$ cat config.mk
export PLATFORM = sky130hd
export DESIGN_NAME = nfu_tile_sequencer
export DESIGN_NICKNAME = d
export VERILOG_FILES = /design/src/rtl/nfu_tile_sequencer.sv
export SDC_FILE = /design/constraint.sdc
export NUM_CORES = 1
export LEC_CHECK = 0
export BUFFER_PORTS_ARGS = -buffer_cell sky130_fd_sc_hd__buf_2
export CAP_MARGIN = 20
export CORE_ASPECT_RATIO = 1.75
export CORE_MARGIN = 4
export CORE_UTILIZATION = 51
export DETAILED_ROUTE_END_ITERATION = 12
export PLACE_DENSITY = 0.82
export REMOVE_ABC_BUFFERS = 1
export SLEW_MARGIN = 20
export SYNTH_ARGS = -nofsm -noshare
export SYNTH_HDL_FRONTEND = slang
export SYNTH_SLANG_ARGS = --single-unit
$ cat constraint.sdc
create_clock -name clk -period 2.47 [get_ports clk]
set_input_delay 0.1235 -clock clk [delete_from_list [all_inputs] [get_ports clk]]
set_output_delay 0.1235 -clock clk [all_outputs]
set_load 0.01 [all_outputs]
$ cat src/rtl/nfu_tile_sequencer.sv
`default_nettype none
// ============================================================================
// Module   : nfu_tile_sequencer
// Brief    : NFU-1 loop-nest sequencer issuing NBin/SB reads with a re-timed
//            tag pipe for accumulator-clear and NBout-write strobes.
// Revision : 1.0 - initial release
// ============================================================================
module nfu_tile_sequencer #(
    parameter int CNT_W    = 8,
    parameter int ADDR_W   = 16,
    parameter int PIPE_LAT = 3
) (
    input  logic              clk,
    input  logic              rst_n,
    input  logic              i_start,
    input  logic [CNT_W-1:0]  i_num_in_tiles,
    input  logic [CNT_W-1:0]  i_num_out_tiles,
    input  logic              i_stall,
    output logic              o_busy,
    output logic              o_done,
    output logic              o_nbin_rd_en,
    output logic [ADDR_W-1:0] o_nbin_addr,
    output logic              o_sb_rd_en,
    output logic [ADDR_W-1:0] o_sb_addr,
    output logic              o_acc_clear,
    output logic              o_out_wr_en,
    output logic [CNT_W-1:0]  o_out_addr
);

    localparam logic [1:0] c_IDLE  = 2'd0;
    localparam logic [1:0] c_ISSUE = 2'd1;
    localparam logic [1:0] c_DRAIN = 2'd2;
    localparam logic [1:0] c_DONE  = 2'd3;

    typedef struct packed {
        logic             valid;
        logic             first;
        logic             last;
        logic [CNT_W-1:0] outIdx;
    } tag_t;

    logic [1:0]        r_state;
    logic [CNT_W-1:0]  r_numIn;
    logic [CNT_W-1:0]  r_numOut;
    logic [CNT_W-1:0]  r_inIdx;
    logic [CNT_W-1:0]  r_outIdx;
    logic [ADDR_W-1:0] r_sbAddr;
    tag_t              r_tag [PIPE_LAT];

    logic w_issue;
    logic w_lastIn;
    logic w_lastOut;
    logic w_pendingAfterShift;
    tag_t w_pushTag;
    tag_t w_tail;

    assign w_issue   = (r_state == c_ISSUE) && !i_stall;
    assign w_lastIn  = (r_inIdx == r_numIn - 1'b1);
    assign w_lastOut = (r_outIdx == r_numOut - 1'b1);
    assign w_tail    = r_tag[PIPE_LAT-1];

    always_comb begin
        w_pushTag        = '0;
        w_pushTag.valid  = w_issue;
        w_pushTag.first  = w_issue && (r_inIdx == '0);
        w_pushTag.last   = w_issue && w_lastIn;
        w_pushTag.outIdx = w_issue ? r_outIdx : '0;
    end

    // Anything valid outside the tail survives the next shift, so drain is not yet over.
    always_comb begin
        w_pendingAfterShift = 1'b0;
        for (int k = 0; k < PIPE_LAT - 1; k++) begin
            w_pendingAfterShift = w_pendingAfterShift | r_tag[k].valid;
        end
    end

    always_ff @(posedge clk) begin
        if (!rst_n) begin
            r_state  <= c_IDLE;
            r_numIn  <= '0;
            r_numOut <= '0;
            r_inIdx  <= '0;
            r_outIdx <= '0;
            r_sbAddr <= '0;
        end else begin
            case (r_state)
                c_IDLE: begin
                    if (i_start) begin
                        if ((i_num_in_tiles != '0) && (i_num_out_tiles != '0)) begin
                            r_numIn  <= i_num_in_tiles;
                            r_numOut <= i_num_out_tiles;
                            r_inIdx  <= '0;
                            r_outIdx <= '0;
                            r_sbAddr <= '0;
                            r_state  <= c_ISSUE;
                        end else begin
                            r_state <= c_DONE;
                        end
                    end
                end
                c_ISSUE: begin
                    if (!i_stall) begin
                        r_sbAddr <= r_sbAddr + 1'b1;
                        if (w_lastIn) begin
                            r_inIdx  <= '0;
                            r_outIdx <= r_outIdx + 1'b1;
                            if (w_lastOut) begin
                                r_state <= c_DRAIN;
                            end
                        end else begin
                            r_inIdx <= r_inIdx + 1'b1;
                        end
                    end
                end
                c_DRAIN: begin
                    if (!i_stall && !w_pendingAfterShift) begin
                        r_state <= c_DONE;
                    end
                end
                c_DONE:  r_state <= c_IDLE;
                default: r_state <= c_IDLE;
            endcase
        end
    end

    always_ff @(posedge clk) begin
        if (!rst_n) begin
            for (int k = 0; k < PIPE_LAT; k++) begin
                r_tag[k] <= '0;
            end
        end else if (!i_stall) begin
            for (int k = PIPE_LAT - 1; k > 0; k--) begin
                r_tag[k] <= r_tag[k-1];
            end
            r_tag[0] <= w_pushTag;
        end
    end

    assign o_busy       = (r_state == c_ISSUE) || (r_state == c_DRAIN);
    assign o_done       = (r_state == c_DONE);
    assign o_nbin_rd_en = w_issue;
    assign o_sb_rd_en   = w_issue;
    assign o_nbin_addr  = ADDR_W'(r_inIdx);
    assign o_sb_addr    = r_sbAddr;
    assign o_acc_clear  = !i_stall && w_tail.valid && w_tail.first;
    assign o_out_wr_en  = !i_stall && w_tail.valid && w_tail.last;
    assign o_out_addr   = i_stall ? '0 : w_tail.outIdx;

endmodule
`default_nettype wire

# [Word level (Yosys, flattened, before mapping)]
# Memory sizes are Yosys's and may differ from the RTL's.
# Cells that the tools add are included.
# Widths: inputs -> output; s select.
[totals] register_bits=50 ramBits=33 input_bits=20 out_inout_bits=46 mem_count=1
[classes] add_sub_neg=5 n_eq_ne=11 n_mux=28 bitwise_logic=4 reduce_logical=20
[mem_list] name="r_tag" words=3 word_bits=11 rd=3 rd_clocked_by_memory_dff=0 write_ports=3 line="48" source="tag_t r_tag [PIPE_LAT];"
[ops] operator="$mux 8" n=8
[ops] operator="$mux 16" n=3
[ops] operator="$mux 11" n=3
[ops] operator="$pmux 16 s2" n=1
[ops] operator="$pmux 8 s2" n=2
[ops] operator="$add 16x1->16 const B" n=1
[ops] operator="$add 8x1->8 const B" n=2
[ops] operator="$eq 8x8->1" n=2
[ops] operator="$reduce_bool 8->1" n=2
[ops] operator="$sub 8x1->8 const B" n=2
[ops] operator="$mux 2" n=6
[ops] operator="$ne 2x2->1 const B" n=6
[ops] operator="$reduce_and 5->1" n=2
[ops] operator="$logic_and 1x1->1" n=8
[ops] operator="$logic_not 8->1" n=1
[ops] operator="$pmux 2 s4" n=1
[ops] operator="$eq 2x2->1 const B" n=2
[ops] operator="$mux 1" n=4
[ops] operator="$or 1x1->1" n=4
[ops] operator="$reduce_and 4->1" n=1
[ops] operator="$reduce_and 3->1" n=1
[ops] operator="$eq 2x1->1 const B" n=1
[ops] operator="$logic_not 1->1" n=2
[ops] operator="$logic_not 2->1" n=1
[ops] operator="2 further kinds" n=2

# [Longest topological paths before layout]
# Gate-level depths: netlist of run 1.
[depth] ltp_word=6 depth_mapped=9 mapped_depth_nobuf=8

# [Least setup slack after synthesis of run 1]
# No wires, ideal clock.
[synth_path] path_kind="flip-flop to flip-flop" from="reg r_numIn[0]" to="reg r_outIdx[4]" setup_time_ns=0.069 t_arrival_ns=2.378 t_required_ns=2.401 slack_ns=0.024 stages_incl_launch_ff=10 n_path_buf=1 period_less_slack_ns=2.446 path_cell_list="dfxtp_1 > inv_1 > ha_1 > o21ba_1 > a221oi_2 > o22ai_2 > o41a_1 > buf_6 > or4_1 > o21ai_1"
[synth_via] elab_chain_cells=4
[synth_rtl] element="from (decl)" line="43" source="logic [CNT_W-1:0] r_numIn;"
[synth_rtl] element="from (signal assigned)" line="91" source="r_numIn <= i_num_in_tiles;"
[synth_rtl] element="$sub 8x1->8" line="58" source="assign w_lastIn = (r_inIdx == r_numIn - 1'b1);"
[synth_rtl] element="$eq 8x8->1" line="58"
[synth_rtl] element="$ne 2x2->1 (no line)"
[synth_rtl] element="$reduce_and 5->1 (no line)"
[synth_rtl] element="to (signal assigned)" line="107" source="r_outIdx <= r_outIdx + 1'b1;"
[synth_rtl] element="to (decl)" line="46" source="logic [CNT_W-1:0] r_outIdx;"
# No other way between the ends.
# A chain may end at the register's enable or synchronous reset.

# [Final worst setup path of run 1]
[layout_path] from="reg r_numIn[1]" to="reg r_outIdx[5]"
# Same word-level chain as after synthesis.

==> flow_summary.yaml, run 1 <==
finish:
  syn2layout_area_growth_pct: 19.7
  multiInputGateArea_sq_um: 2090
  layout-drive-gt1-share: 0.229
  nets: 551
  fin_cells: 615
  regArea_sq_um: 1990
  num-fill-cells: 634
  postLayoutCellArea_sq_um: 5110
  diodes: 0
timing:
  min_period_over_period: 0.963
  final_hold_viol_count: 0
  finalSetupViolations: 0
  max_slew_margin: 0.542
  slew_viol_final: 0
  period_needed_ns: 2.38
  tns_ns: 0
  worstMarginPinSlew_ns: 0.681
  fmax_mhz: 420
  clock-skew-final_ns: 0.00878
worst_hold_path:
  holdPathEnd: "r_numIn[6]"
  min_from: "i_num_in_tiles[6]"
  hp-class: "in -> reg"
  whs_path_depth: 3
critical_path:
  cp_data_required_time_ns: 2.69
  reg2reg_depth: 9
  r2r_slack_ns: 0.09
  cp_max_fo: 5
  r2r_start: "r_numIn[1]"
  start_kind: "register"
  endpoint_kind: "register"
  rr_endpoint: "r_outIdx[5]"
  critPathKind: "reg -> reg"
  worstPathArrival_ns: 2.60
route:
  drt-initial-drc-count: 207
  firstDrtPassIters: 4
  drcViolationCount: 0
  wl_per_cell_microns: 15.1
  routed_wl_microns: 9270
  vias: 3510
  routed_via_density: 5.71
  ant_nets: 0
clock_network:
  cts_buffer_depth: 2
  cts_tree: "done"
  insertion_delay_ns: 0.34
  cts_made_buffers: 9
  clkTransAtPathRegs_ns: 0.06
  h-tree-depth: 3
  cts.sinks: 83
  cts_root_buffer: "clkbuf_16"
global_route:
  globalRouteOverflowTotal: 0
  grt_usage: 0.196
  grt_max_degree: 33
  grt_pass1_wl_microns: 15500
  grt_antenna_before_repair: 0
  grt_pass1_vias: 3355
power:
  p_per_area_nw_per_um2: 832
  irDropWorstVdd_mv: 0.576
  p_leak_nw: 2.20
flow_run:
  max_cap_viol_count: 0
die:
  start_util: 0.529
  dieArea_sq_um: 9950
  ioPinCount: 66
  core_sq_um: 8070
  die_w_microns: 77.1
  die_h_microns: 129
  rows: 43
synthesis:
  syn-instance-count: 441
  synth-seq-cells: 83
  syn_area_sq_um: 4270
  async_flop_share: 0
  syn_area_per_cell_sq_um: 9.67
  yosysTopAreaCellShare: 0.235
  synth.distinct_cells: 56
  yosys.area.top_type: "dfxtp_1"
  synth_area_leaders: "dfxtp_1 (23%), edfxtp_1 (23%), mux2i_1 (4.5%)"
  synth-edff-count: 33
  synth-main-ff-cell: "dfxtp_1"
  seq_area_frac_synth: 0.467
  ys_warn_count: 0
placed_design:
  gp_congestion: 0.906
  place.port_buffers: 57
  dp.cells: 589
  place_area_sq_um: 4680
  dp_hpwl_microns: 6810
outcome:
  status: "complete, no violations"
## worst max-delay path, stage by stage, from the launching register on
cell      delay, ns
dfxtp_2        0.33
inv_2          0.05
ha_4           0.17
o21ba_1        0.17
a221oi_2       0.26
o22ai_2        0.13
o41a_1         0.47
buf_4          0.16
or3_1          0.38
mux2i_1        0.12
## worst max-delay path by stage
stage,slack [ns],from,cells past startpoint,endpoint
after floorplan,-0.05,r_numIn[0],8,r_outIdx[7]
after global placement,-0.10,r_state[0],7,o_sb_addr[14]
after detailed placement,-0.27,r_state[0],7,o_sb_addr[14]
after CTS,0.0009,r_numIn[0],8,r_outIdx[1]
after global routing,-0.007,r_numIn[1],9,r_outIdx[4]
final,0.09,r_numIn[1],9,r_outIdx[5]
## cell type report
class / count / area share
multi-input combinational: 320 / 0.409
tap: 90 / 0.0220
clock buffer: 11 / 0.0495
clock inverter: 5 / 0.0100
inverter: 16 / 0.0118
sequential: 83 / 0.390
timing repair buffer: 90 / 0.107
## power breakdown
| part | leakage, nW | switching (W) | internal (W) |
|---|---|---|---|
| logic | 1.28 | 0.000680 | 0.000587 |
| registers | 0.772 | 0.000104 | 0.00154 |
| clock network | 0.151 | 0.000511 | 0.000830 |
## state kept, by name, indices dropped and copies added (netlist names)
| name | flops |
|---|---|
| o_sb_addr | 16 |
| r_inIdx | 8 |
| r_numIn | 8 |
| r_numOut | 8 |
| r_outIdx | 8 |
| r_state | 2 |
| r_tag | 33 |
## cells in the mapped netlist (11+ instances only)
cell type	count
nand3_1	13
nand2_1	30
nor2_1	42
xor2_1	13
xnor2_1	19
and2_1	28
dfxtp_1	50
inv_1	15
a21oi_1	19
ha_1	11
o21ai_0	16
or3_1	15
edfxtp_1	33
mux2i_1	19
clkbuf_1	12
## routing by layer
layer,track usage,wire length (microns)
met5,0,0
met4,0.112,351
met3,0.0336,387
met2,0.368,5150
met1,0.203,3390
## cells in the final DEF (no fill, tap or decap), types with 3 or more instances in the layout
master	count
nand4_1	10
ha_1	10
and2_1	28
mux2i_1	19
nand3_1	12
or4_1	6
nor2b_1	10
nor2_1	42
dfxtp_1	48
inv_1	13
buf_4	32
or3_1	15
clkbuf_16	9
a21oi_1	18
buf_2	57
nor4_1	6
edfxtp_1	33
xnor2_1	19
nand2_1	30
nor3_1	7
and3_1	10
xor2_1	13
conb_1	8
o21ai_0	16
clkinv_1	3
o21ai_1	3
## through the flow
step	hold WS (ns)	total power (W)	setup WS (ns)	util
after global routing	0.0432	0.00447	-0.00666	0.633
after floorplan	0.257	0.00240	-0.0520	-
after CTS	0.0153	0.00416	0.000862	0.620
after global placement	0.364	0.00275	-0.104	0.580
final	0.0224	0.00425	0.0907	0.633
after detailed placement	0.373	0.00279	-0.268	0.580
## cells by family after synthesis
| kind of cell | share of synthesized area |
|---|---|
| other cells | 0.000879 |
| xor+xnor | 0.0657 |
| compound gates | 0.0927 |
| fa+ha+maj | 0.0323 |
| mux | 0.0446 |
| simple gates | 0.240 |
| flops | 0.467 |
| buf+inv | 0.0572 |
## repair_timing
action | CTS | global route
endpoints found under the setup margin | 17 | 28
endpoints found under the hold margin | 0 | 0
hold buffers | 0 | 0
pin swaps | 1 | 7
setup buffers | 1 | 9
gates resized for setup | 1 | 9
No activity file was read; power rests on OpenSTA's default activity.
==> inputs of run 2 (changes only) <==
CORE_MARGIN = 8   (was 4)
==> run 2 against run 1 <==
  * Clock power is 4% lower
  * Sequential share of layout area up 1.1 points
  * Design area down 2.7%
  * Hold slack gained 0.0040 ns
  * Non-clock buffer count shrank 14
  * Cell count is 2.0% lower
  * Global-route usage fell by 3.0 points
  * Via count fell by 2.4%
  * Flip-flop and latch count stayed put
==> flow_summary.yaml, run 2 (synthesis results as in run 1) <==
placed_design:
  dp_hpwl_microns: 7030
  gp_congestion: 0.890
  place.port_buffers: 57
  dp_slack_ns: -0.0601
global_route:
  grt_max_degree: 23
  grt_pass1_wl_microns: 15300
  grt_pass1_vias: 3458
  grt_usage: 0.166
  grt_antenna_before_repair: 0
  globalRouteOverflowTotal: 0
clock_network:
  cts_buffer_depth: 2
  h-tree-depth: 3
  insertion_delay_ns: 0.34
  clkTransAtPathRegs_ns: 0.06
  cts_root_buffer: "clkbuf_16"
  cts_made_buffers: 9
  cts.sinks: 83
  cts_tree: "done"
outcome:
  status: "complete, no violations"
finish:
  top_register: "r_tag"
  layout_commonest_cell: "buf_2"
  syn2layout_area_growth_pct: 16.5
  largest_register_ffs: 33
  diodes: 0
  final_cell_mix: "buf_2 (57), dfxtp_1 (47), nor2_1 (42)"
  nets: 537
  num-fill-cells: 679
  layout-drive-gt1-share: 0.205
die:
  rows: 44
  dieArea_sq_um: 11700
  die_w_microns: 85.1
  die_h_microns: 137
  core_sq_um: 8200
  start_util: 0.520
  ioPinCount: 66
route:
  vias: 3426
  drt-initial-drc-count: 185
  drcViolationCount: 0
  firstDrtPassIters: 4
  wl_per_cell_microns: 15.7
  routed_via_density: 5.68
  routed_wl_microns: 9460
  ant_nets: 0
timing:
  final.setup.worst_slack_ns: 0.0767
  max_slew_margin: 0.564
  min_period_over_period: 0.969
  period_needed_ns: 2.39
  clock-skew-final_ns: 0.00667
  final_hold_viol_count: 0
  rsz0062_at_grt: "no"
  tns_ns: 0
  slew_viol_final: 0
  fmax_mhz: 418
  worstMarginPinSlew_ns: 0.652
  finalSetupViolations: 0
critical_path:
  worstPathArrival_ns: 2.67
  cp_max_fo: 7
  endpoint_kind: "register"
  critPathKind: "reg -> reg"
  start_kind: "register"
  cp_data_required_time_ns: 2.75
power:
  clkPwrFrac: 0.317
  power.internal_w: 0.00279
  p_switching_w: 0.00128
  irDropWorstVdd_mv: 0.537
  power.share.combinational: 0.279
  switching_share: 0.314
  p_per_area_nw_per_um2: 818
  p_leak_nw: 2.12
  pwr-share-seq: 0.404
flow_run:
  max_cap_viol_count: 0
worst_hold_path:
  hp-class: "in -> reg"
[run 2: timing repair]
| action | 4_1_cts | 5_1_grt |
|---|---|---|
| pin swaps | 1 | 6 |
| cloned | 0 | 0 |
| setup endpoints to repair | 5 | 5 |
| hold buffers | 0 | 0 |
| resized for setup | 1 | 11 |
| setup buffers | 0 | 1 |
[run 2: stage by stage]
stage	cells	total power (W)	area (sq um)	hold slack, ns	util
after floorplan	419	0.00240	4110	0.257	-
after global placement	586	0.00272	4640	0.366	0.566
after detailed placement	586	0.00276	4640	0.373	0.566
after CTS	602	0.00407	4930	0.0190	0.601
after global routing	603	0.00428	4970	0.0438	0.606
final	603	0.00407	4970	0.0264	0.606
[run 2: layout make-up]
type | count | area [sq um] | share of cell area
Clock buffer | 10 | 229 | 0.0461
Clock inverter | 6 | 55.1 | 0.0111
Inverter | 16 | 60.1 | 0.0121
Multi-Input combinational cell | 320 | 2080 | 0.419
Sequential cell | 83 | 2000 | 0.401
Tap cell | 92 | 115 | 0.0232
Timing Repair Buffer | 76 | 432 | 0.0868
[run 2: per-layer routing]
layer | track usage | share of wire
met1 | 0.150 | 0.36
met2 | 0.311 | 0.55
met3 | 0.0409 | 0.044
met4 | 0.123 | 0.051
met5 | 0 | 0
[run 2: critical path: stages (launching register included)]
cell and delay [ns]:
dfxtp_2 0.33, inv_2 0.05, ha_4 0.17, o21ba_4 0.20
a221oi_2 0.27, o22ai_2 0.13, o41a_1 0.55, buf_6 0.17
or3_4 0.36, a21oi_2 0.11
[run 2: final timing paths]
check | startpoint | to | slack (ns) | depth (start not counted)
setup / recovery | r_numIn[1] | r_outIdx[3] | 0.08 | 9
hold / removal | i_num_out_tiles[7] | r_numOut[7] | 0.03 | 3
setup reg to reg | r_numIn[1] | r_outIdx[3] | 0.08 | 9
hold reg to reg | o_sb_addr[15] | o_sb_addr[15] | 0.49 | 2
[run 2: power groups by stage]
stage	Clock [W]	Sequential (W)	Combinational (W)
after floorplan	0	0.00165	0.000754
after global placement	0	0.00166	0.00106
after detailed placement	0	0.00167	0.00109
after CTS	0.00132	0.00164	0.00111
after global routing	0.00137	0.00166	0.00125
final	0.00129	0.00164	0.00113
